## src/rtl/lsu_bus_bridge.sv

```systemverilog
// Load/store bridge from the Execute stage to a req/gnt/rvalid data RAM, one transaction at a time.
// Define LSU_MISALIGN_TRAP_EN to trap misaligned half/word accesses instead of force-aligning them.
module lsu_bus_bridge #(
    parameter int unsigned TIMEOUT_CYC    = 16,
    parameter bit          RD_ZERO_ON_ERR = 1'b1
) (
    input  logic        clk,
    input  logic        rst,
    input  logic [31:0] EX_MEMaddr,
    input  logic [3:0]  EX_MEMrden,
    input  logic [3:0]  EX_MEMwren,
    input  logic [31:0] EX_MEMwrdata,
    input  logic        EX_ld_signed,
    output logic        lsu_stall,
    output logic        LSU_rd_vld,
    output logic [31:0] LSU_rd_data,
    output logic        lsu_err,
    output logic        lsu_misalign,
    output logic        bus_req,
    output logic        bus_we,
    output logic [31:0] bus_addr,
    output logic [3:0]  bus_be,
    output logic [31:0] bus_wdata,
    input  logic        bus_gnt,
    input  logic        bus_rvalid,
    input  logic [31:0] bus_rdata
);
    localparam int unsigned CntW = $clog2(TIMEOUT_CYC + 1);

    typedef enum logic [1:0] {StIdle, StReq, StRdWait} state_e;

    state_e          state;
    logic [CntW-1:0] cnt;
    logic [1:0]      off_q;
    logic [3:0]      size_q;
    logic            sgn_q;
    logic            mis_q;

    logic [3:0]  mask;
    logic        req_any;
    logic        illegal;
    logic        trap;
    logic        start;
    logic        tmo;
    logic        rd_done;
    logic        abort;
    logic [1:0]  off;
    logic [31:0] shifted;
    logic [31:0] ld_ext;

    assign mask    = EX_MEMrden | EX_MEMwren;
    assign req_any = |mask;
    assign illegal = req_any && (((|EX_MEMrden) && (|EX_MEMwren)) ||
                     !(mask == 4'b0001 || mask == 4'b0011 || mask == 4'b1111));
`ifdef LSU_MISALIGN_TRAP_EN
    assign off  = EX_MEMaddr[1:0];
    assign trap = req_any && !illegal &&
                  ((mask == 4'b0011 && EX_MEMaddr[0]) ||
                   (mask == 4'b1111 && EX_MEMaddr[1:0] != 2'b00));
`else
    // Force natural alignment so the lane shift never pushes enables past lane 3.
    assign off  = (mask == 4'b1111) ? 2'b00 :
                  (mask == 4'b0011) ? {EX_MEMaddr[1], 1'b0} : EX_MEMaddr[1:0];
    assign trap = 1'b0;
`endif
    assign start        = req_any && !illegal && !trap;
    assign tmo          = (cnt == CntW'(TIMEOUT_CYC - 1));
    assign lsu_misalign = mis_q;

    assign rd_done = (state == StReq && bus_gnt && !bus_we && bus_rvalid) ||
                     (state == StRdWait && bus_rvalid);
    assign abort   = tmo && ((state == StReq && !bus_gnt) || (state == StRdWait && !bus_rvalid));

    assign shifted = bus_rdata >> {off_q, 3'b000};

    always_comb begin
        ld_ext = shifted;
        if (size_q == 4'b0001) begin
            ld_ext = {{24{sgn_q & shifted[7]}}, shifted[7:0]};
        end else if (size_q == 4'b0011) begin
            ld_ext = {{16{sgn_q & shifted[15]}}, shifted[15:0]};
        end
    end

    // Stall drops in the completing cycle so the core advances on the same edge the FSM does.
    always_comb begin
        lsu_stall = 1'b0;
        if (!rst) begin
            unique case (state)
                StIdle:   lsu_stall = start;
                StReq:    lsu_stall = bus_gnt ? !(bus_we || bus_rvalid) : !tmo;
                StRdWait: lsu_stall = !bus_rvalid && !tmo;
                default:  lsu_stall = 1'b0;
            endcase
        end
    end

    always_ff @(posedge clk) begin
        if (rst) begin
            state       <= StIdle;
            cnt         <= '0;
            off_q       <= 2'b00;
            size_q      <= 4'b0000;
            sgn_q       <= 1'b0;
            mis_q       <= 1'b0;
            LSU_rd_vld  <= 1'b0;
            LSU_rd_data <= 32'h0;
            lsu_err     <= 1'b0;
            bus_req     <= 1'b0;
            bus_we      <= 1'b0;
            bus_addr    <= 32'h0;
            bus_be      <= 4'b0000;
            bus_wdata   <= 32'h0;
        end else begin
            LSU_rd_vld <= 1'b0;
            lsu_err    <= 1'b0;
            mis_q      <= 1'b0;
            if (rd_done) begin
                LSU_rd_vld  <= 1'b1;
                LSU_rd_data <= ld_ext;
            end
            if (abort) begin
                lsu_err <= 1'b1;
                if (!bus_we && RD_ZERO_ON_ERR) begin
                    LSU_rd_vld  <= 1'b1;
                    LSU_rd_data <= 32'h0;
                end
            end
            unique case (state)
                StIdle: begin
                    cnt <= '0;
                    if (start) begin
                        bus_req   <= 1'b1;
                        bus_we    <= |EX_MEMwren;
                        bus_addr  <= {EX_MEMaddr[31:2], 2'b00};
                        bus_be    <= mask << off;
                        bus_wdata <= EX_MEMwrdata << {off, 3'b000};
                        off_q     <= off;
                        size_q    <= mask;
                        sgn_q     <= EX_ld_signed;
                        state     <= StReq;
                    end else if (illegal || trap) begin
                        lsu_err <= 1'b1;
                        mis_q   <= trap;
                    end
                end
                StReq: begin
                    if (bus_gnt) begin
                        bus_req <= 1'b0;
                        cnt     <= '0;
                        state   <= (bus_we || bus_rvalid) ? StIdle : StRdWait;
                    end else if (tmo) begin
                        bus_req <= 1'b0;
                        cnt     <= '0;
                        state   <= StIdle;
                    end else begin
                        cnt <= cnt + CntW'(1);
                    end
                end
                StRdWait: begin
                    if (bus_rvalid || tmo) begin
                        cnt   <= '0;
                        state <= StIdle;
                    end else begin
                        cnt <= cnt + CntW'(1);
                    end
                end
                default: state <= StIdle;
            endcase
        end
    end
endmodule
```

## config.mk

```make
export PLATFORM = sky130hd
export DESIGN_NAME = lsu_bus_bridge
export DESIGN_NICKNAME = d
export VERILOG_FILES = /design/src/rtl/lsu_bus_bridge.sv
export SDC_FILE = /design/constraint.sdc
export NUM_CORES = 1
export LEC_CHECK = 0
export BUFFER_PORTS_ARGS = -buffer_cell sky130_fd_sc_hd__buf_2
export CELL_PAD_IN_SITES_DETAIL_PLACEMENT = 0
export CELL_PAD_IN_SITES_GLOBAL_PLACEMENT = 1
export CORE_ASPECT_RATIO = 0.5
export CORE_MARGIN = 5
export CORE_UTILIZATION = 37
export CTS_CLUSTER_SIZE = 10
export DETAILED_ROUTE_END_ITERATION = 8
export PLACE_DENSITY = 0.9
export SLEW_MARGIN = 15
export SYNTH_ARGS = -nofsm -noshare
export SYNTH_HDL_FRONTEND = slang
export SYNTH_SLANG_ARGS = --single-unit
export TNS_END_PERCENT = 10
```

## constraint.sdc

```tcl
create_clock -name clk -period 4.9 [get_ports clk]
set_input_delay 0.98 -clock clk [delete_from_list [all_inputs] [get_ports clk]]
set_output_delay 0.98 -clock clk [all_outputs]
set_load 0.01 [all_outputs]
```

# --- After elaboration in Yosys (flattened, before gate mapping) ---
# Index checks and enable logic that the tools add are counted.
op_classes:
  n_addsub: 1
  n_eq_ne: 11
  shifts: 3
  mux: 31
  bitwise_logic: 3
  n_reduce_logical: 34
op_table:
  columns: ["op", "count"]
  rows:
  - ["$mux 32", 5]
  - ["$shl 32x5->32", 1]
  - ["$shr 32x5->32", 1]
  - ["$mux 5", 3]
  - ["$pmux 5 s3", 1]
  - ["$mux 1", 13]
  - ["$mux 2", 6]
  - ["$reduce_or 4->1", 3]
  - ["$logic_and 1x1->1", 11]
  - ["$eq 4x1->1 const B", 2]
  - ["$eq 4x2->1 const B", 2]
  - ["$logic_not 1->1", 7]
  - ["$logic_or 1x1->1", 7]
  - ["$pmux 2 s3", 1]
  - ["$reduce_and 3->1", 2]
  - ["$add 5x1->5 const B", 1]
  - ["$eq 5x4->1 const B", 1]
  - ["$eq 4x4->1 const B", 1]
  - ["$or 4x4->4", 1]
  - ["$shl 4x2->4", 1]
  - ["$ne 3x3->1 const B", 1]
  - ["$pmux 1 s3", 1]
  - ["$reduce_bool 3->1", 1]
  - ["$and 1x1->1", 2]
  - ["8 further kinds", 8]
word_totals:
  register_bits: 116
  in_bits: 109
  elab_cells: 96

# --- Longest topological paths before layout ---
logic_depth:
  ltp_word: 11
  mapped_depth: 9

# --- Worst setup path before layout ---
# Ideal clock, no wire load.
synth_path:
  path_type: "input -> output"
  startpoint: "input port EX_MEMrden[3]"
  endpoint: "output port lsu_stall"
  arrival_ps: 2439
  setup_slack_ps: 1481
  stages: 7
  path_buffers: 1
  cell_sequence: "or2_2 nor4_1 o21ai_1 nor2_1 buf_2 nor3_1 nor3_1"
synth_via:
  elab_chain_cells: 11
synth_lines:
  columns: ["item", "line_no", "rtl"]
  rows:
  - ["start, declared", "10", "input logic [3:0] EX_MEMrden,"]
  - ["$or 4x4->4", "51", "assign mask = EX_MEMrden | EX_MEMwren;"]
  - ["$eq 4x1->1 / $eq 4x2->1 (equally long branches)", "54", "!(mask == 4'b0001 || mask == 4'b0011 || mask == 4'b1111));"]
  - ["$logic_or 1x1->1 (2 in a row)", "54", null]
  - ["$logic_not 1->1", "54", null]
  - ["$logic_or 1x1->1", "53", "assign illegal = req_any && (((|EX_MEMrden) && (|EX_MEMwren)) ||"]
  - ["$logic_and 1x1->1", "53", null]
  - ["$logic_not 1->1", "66", "assign start = req_any && !illegal && !trap;"]
  - ["$logic_and 1x1->1 *", "66", null]
  - ["$pmux 1 s3 *", "89", "unique case (state)"]
  - ["$mux 1 *", "88", "if (!rst) begin"]
  - ["end, declared", "14", "output logic lsu_stall,"]
# Mark *: on every way between the ends. The rest lies on a longest branch, timed or not.

# --- Final worst setup path ---
# Ends and elaborated chain as after synthesis.

==> results_dict.tcl <==
set metrics [dict create \
    intPower_mw 1.78 \
    yosysWarnings 0 \
    wl_um 16600 \
    cts_buffers 17 \
    synth_area_leader_cell "dfxtp_1" \
    grt_max_degree 86 \
    gr-total-overflow 0 \
    h-tree-depth 4 \
    track_usage_pct 18.9 \
    area_growth_pct 32.3 \
    io_pins 215 \
    yosysUniqueCellTypes 47 \
    pwr-share-seq_pct 41.1 \
    fill_cells 1414 \
    max-slew-margin-rel_pct 27.8 \
    grt_pass1_vias 5235 \
    setup_viol 0 \
    p_total_mw 2.36 \
    finalCritPeriodShare_pct 74.2 \
    initial_core_util_pct 37.4 \
    core_um2 14300 \
    vias_per_cell 5.14 \
    yosysTopAreaCellShare_pct 43.4 \
    worst_setup_path_start_kind "primary input" \
    root_buffer "clkbuf_16" \
    worstPathRequired_ns 3.92 \
    path_max_fanout 4 \
    fin_nets 974 \
    path_class "in -> out" \
    synth_ff_type "dfxtp_1" \
    num_antenna_cells 0 \
    power_density_nw_per_um2 333 \
    drt-wirelength-per-cell_um 15.6 \
    antenna_found_initial 1 \
    tns_ns 0 \
    routabilityCongestion 0.828 \
    die_w_um 180 \
    holdBufCountCts 0 \
    firstDrtPassIters 6 \
    final_area_um2 7080 \
    tightest_slew_ns 1.08 \
    maxCapViolCount 0 \
    final_core_util_pct 49.5 \
    rows 31 \
    run_status "finished clean" \
    synth_area_per_cell_um2 8.03 \
    ant_nets 0 \
    hold_violations 0 \
    clkSlewWorstSetupHoldPaths_ns 0.05 \
    drcViolationCount 0 \
    hp-class "reg -> reg" \
    rsz0062_at_grt "false" \
    vias 5486 \
    fp.dieH_um 95.1 \
    postPlaceCellArea_um2 6530 \
    syn_area_um2 5360 \
    combPwrFrac_pct 9.9 \
    dieArea_um2 17100 \
    cts_tree "done" \
    drive_gt1_share_pct 31.0 \
    worstPathArrival_ns 2.65 \
    p_leak_nw 3.12 \
    fmax_mhz 275 \
    ys_top_cells_by_area "dfxtp_1, nand2_1, a21oi_1, mux2i_1, nor2_1" \
    seq_area_frac_synth_pct 43.4 \
    port_buffers 211 \
    cts.sinks 116 \
    synth_edf_count 0 \
    fin_skew_ns 0.0127 \
    drtIter0Drc 389 \
    power.share.switching_pct 24.4 \
    period_minus_slack_ns 3.63 \
    dp_hpwl_um 11800 \
    slew_violations 0 \
    post_cts_buffers 0 \
    syn_inst 667 \
    worstSkewPairLatency_ns 0.40 \
    power_frac_clock_pct 49.0 \
    ir_drop_uv 222 \
    grt_pass1_wl_um 26600 \
    async_reset_ff_share_pct 0 \
    cts_resized 0 \
    switchingPower_mw 0.576 \
    end_kind "output pin" \
    clock_path_buffers 2 \
    synth_seq_cells 116 \
]
## cells in the final DEF, fill, tap and decap left out, types with 4 or more instances in the layout
master,n
o21ai_0,29
clkbuf_16,17
inv_1,8
a221oi_1,9
clkinv_2,6
mux2i_1,29
mux2_2,8
dfxtp_1,116
buf_2,211
a221o_1,8
nand3_1,4
nand2_1,133
nor2_1,74
a21oi_1,81
nand2b_1,5
buf_4,10
ha_1,7
a22oi_1,24
nor2b_1,10
o31a_1,8
a211oi_1,17
nor3_1,14
## flip-flops by register name, summed over array words and instances, names as in the netlist, 2 cells and up
signal	flops
cnt	5
bus_wdata	32
LSU_rd_data	32
bus_be	4
off_q	2
bus_addr	30
size_q	4
state	2
## worst max-delay path, cell delays in order
cell	delay (ns)
buf_2	0.12
or2_2	0.33
nor4_1	0.49
o21ai_1	0.24
nor2_4	0.14
nor3_1	0.06
nor3_1	0.13
buf_2	0.16
## final cells by class
type                    count  area, µm²  area share, %
clock buffers              21        470           6.64
clock inverters            10       82.6           1.17
inverters                   8       30.0          0.424
multi-input cells         494       2800           39.5
flip-flops and latches    116       2320           32.8
well taps                 198        248           3.50
repair buffers            221       1130           16.0
## layer usage
layer	vias to the layer above	GRT usage [%]	wire length (µm)
met1	2554	23.4	7060
li1	2713	-	-
met5	-	0	13
met4	2	5.60	193
met3	17	5.41	1150
met2	200	32.7	8210
## kinds of logic (layout without fill, tap and decap cells)
family | Yosys count | in the layout | share of synthesized area [%]
xor+xnor | 2 | 2 | 0.327
compound gates | 190 | 190 | 22.3
flops | 116 | 116 | 43.4
simple gates | 255 | 255 | 20.1
other cells | 1 | 3 | 0.0700
buf+inv | 59 | 260 | 5.07
fa+ha+maj | 7 | 7 | 1.64
mux | 37 | 37 | 7.10
## cells in the mapped netlist, drive strengths merged (4+ instances only)
cell type  count
a211oi        17
nand2        133
dfxtp        116
buf           21
nor3          15
a22oi         24
nor2          76
mux2           8
o31a           8
nand2b         5
inv            8
clkbuf        30
a221o          8
nand3          4
ha             7
mux2i         29
nor2b         11
o21ai         31
a21oi         82
a221oi         9
## worst paths after layout
| path | start | end | slack [ns] | cells after the start |
|---|---|---|---|---|
| worst max-delay path | EX_MEMrden[3] | lsu_stall | 1.27 | 8 |
| worst min-delay path | bus_be[1]$_SDFFE_PP0P_ | bus_be[1]$_SDFFE_PP0P_ | 0.45 | 2 |
| worst max register to register | state[1]$_SDFFE_PP0P_ | LSU_rd_data[30]$_SDFF_PP0_ | 2.47 | 9 |
| worst min register to register | bus_be[1]$_SDFFE_PP0P_ | bus_be[1]$_SDFFE_PP0P_ | 0.45 | 2 |
## power by group through the flow
stage	Sequential, mW	Combinational, mW	Clock [mW]
final	0.970	0.234	1.15
after global routing	0.971	0.259	1.22
after CTS	0.970	0.233	1.18
after detailed placement	0.990	0.232	0
after global placement	0.989	0.230	0
after floorplan	0.996	0.127	0
## metrics by stage
stage          cells  hold WS (ns)  setup WS [ns]
3_5_place_dp    1037         0.444           1.29
4_1_cts         1068         0.451           1.27
2_1_floorplan    669         0.436           1.48
5_1_grt         1068         0.464           1.17
6_report        1068         0.448           1.27
3_3_place_gp    1037         0.439           1.33
Power figures use the tool's default switching activity.
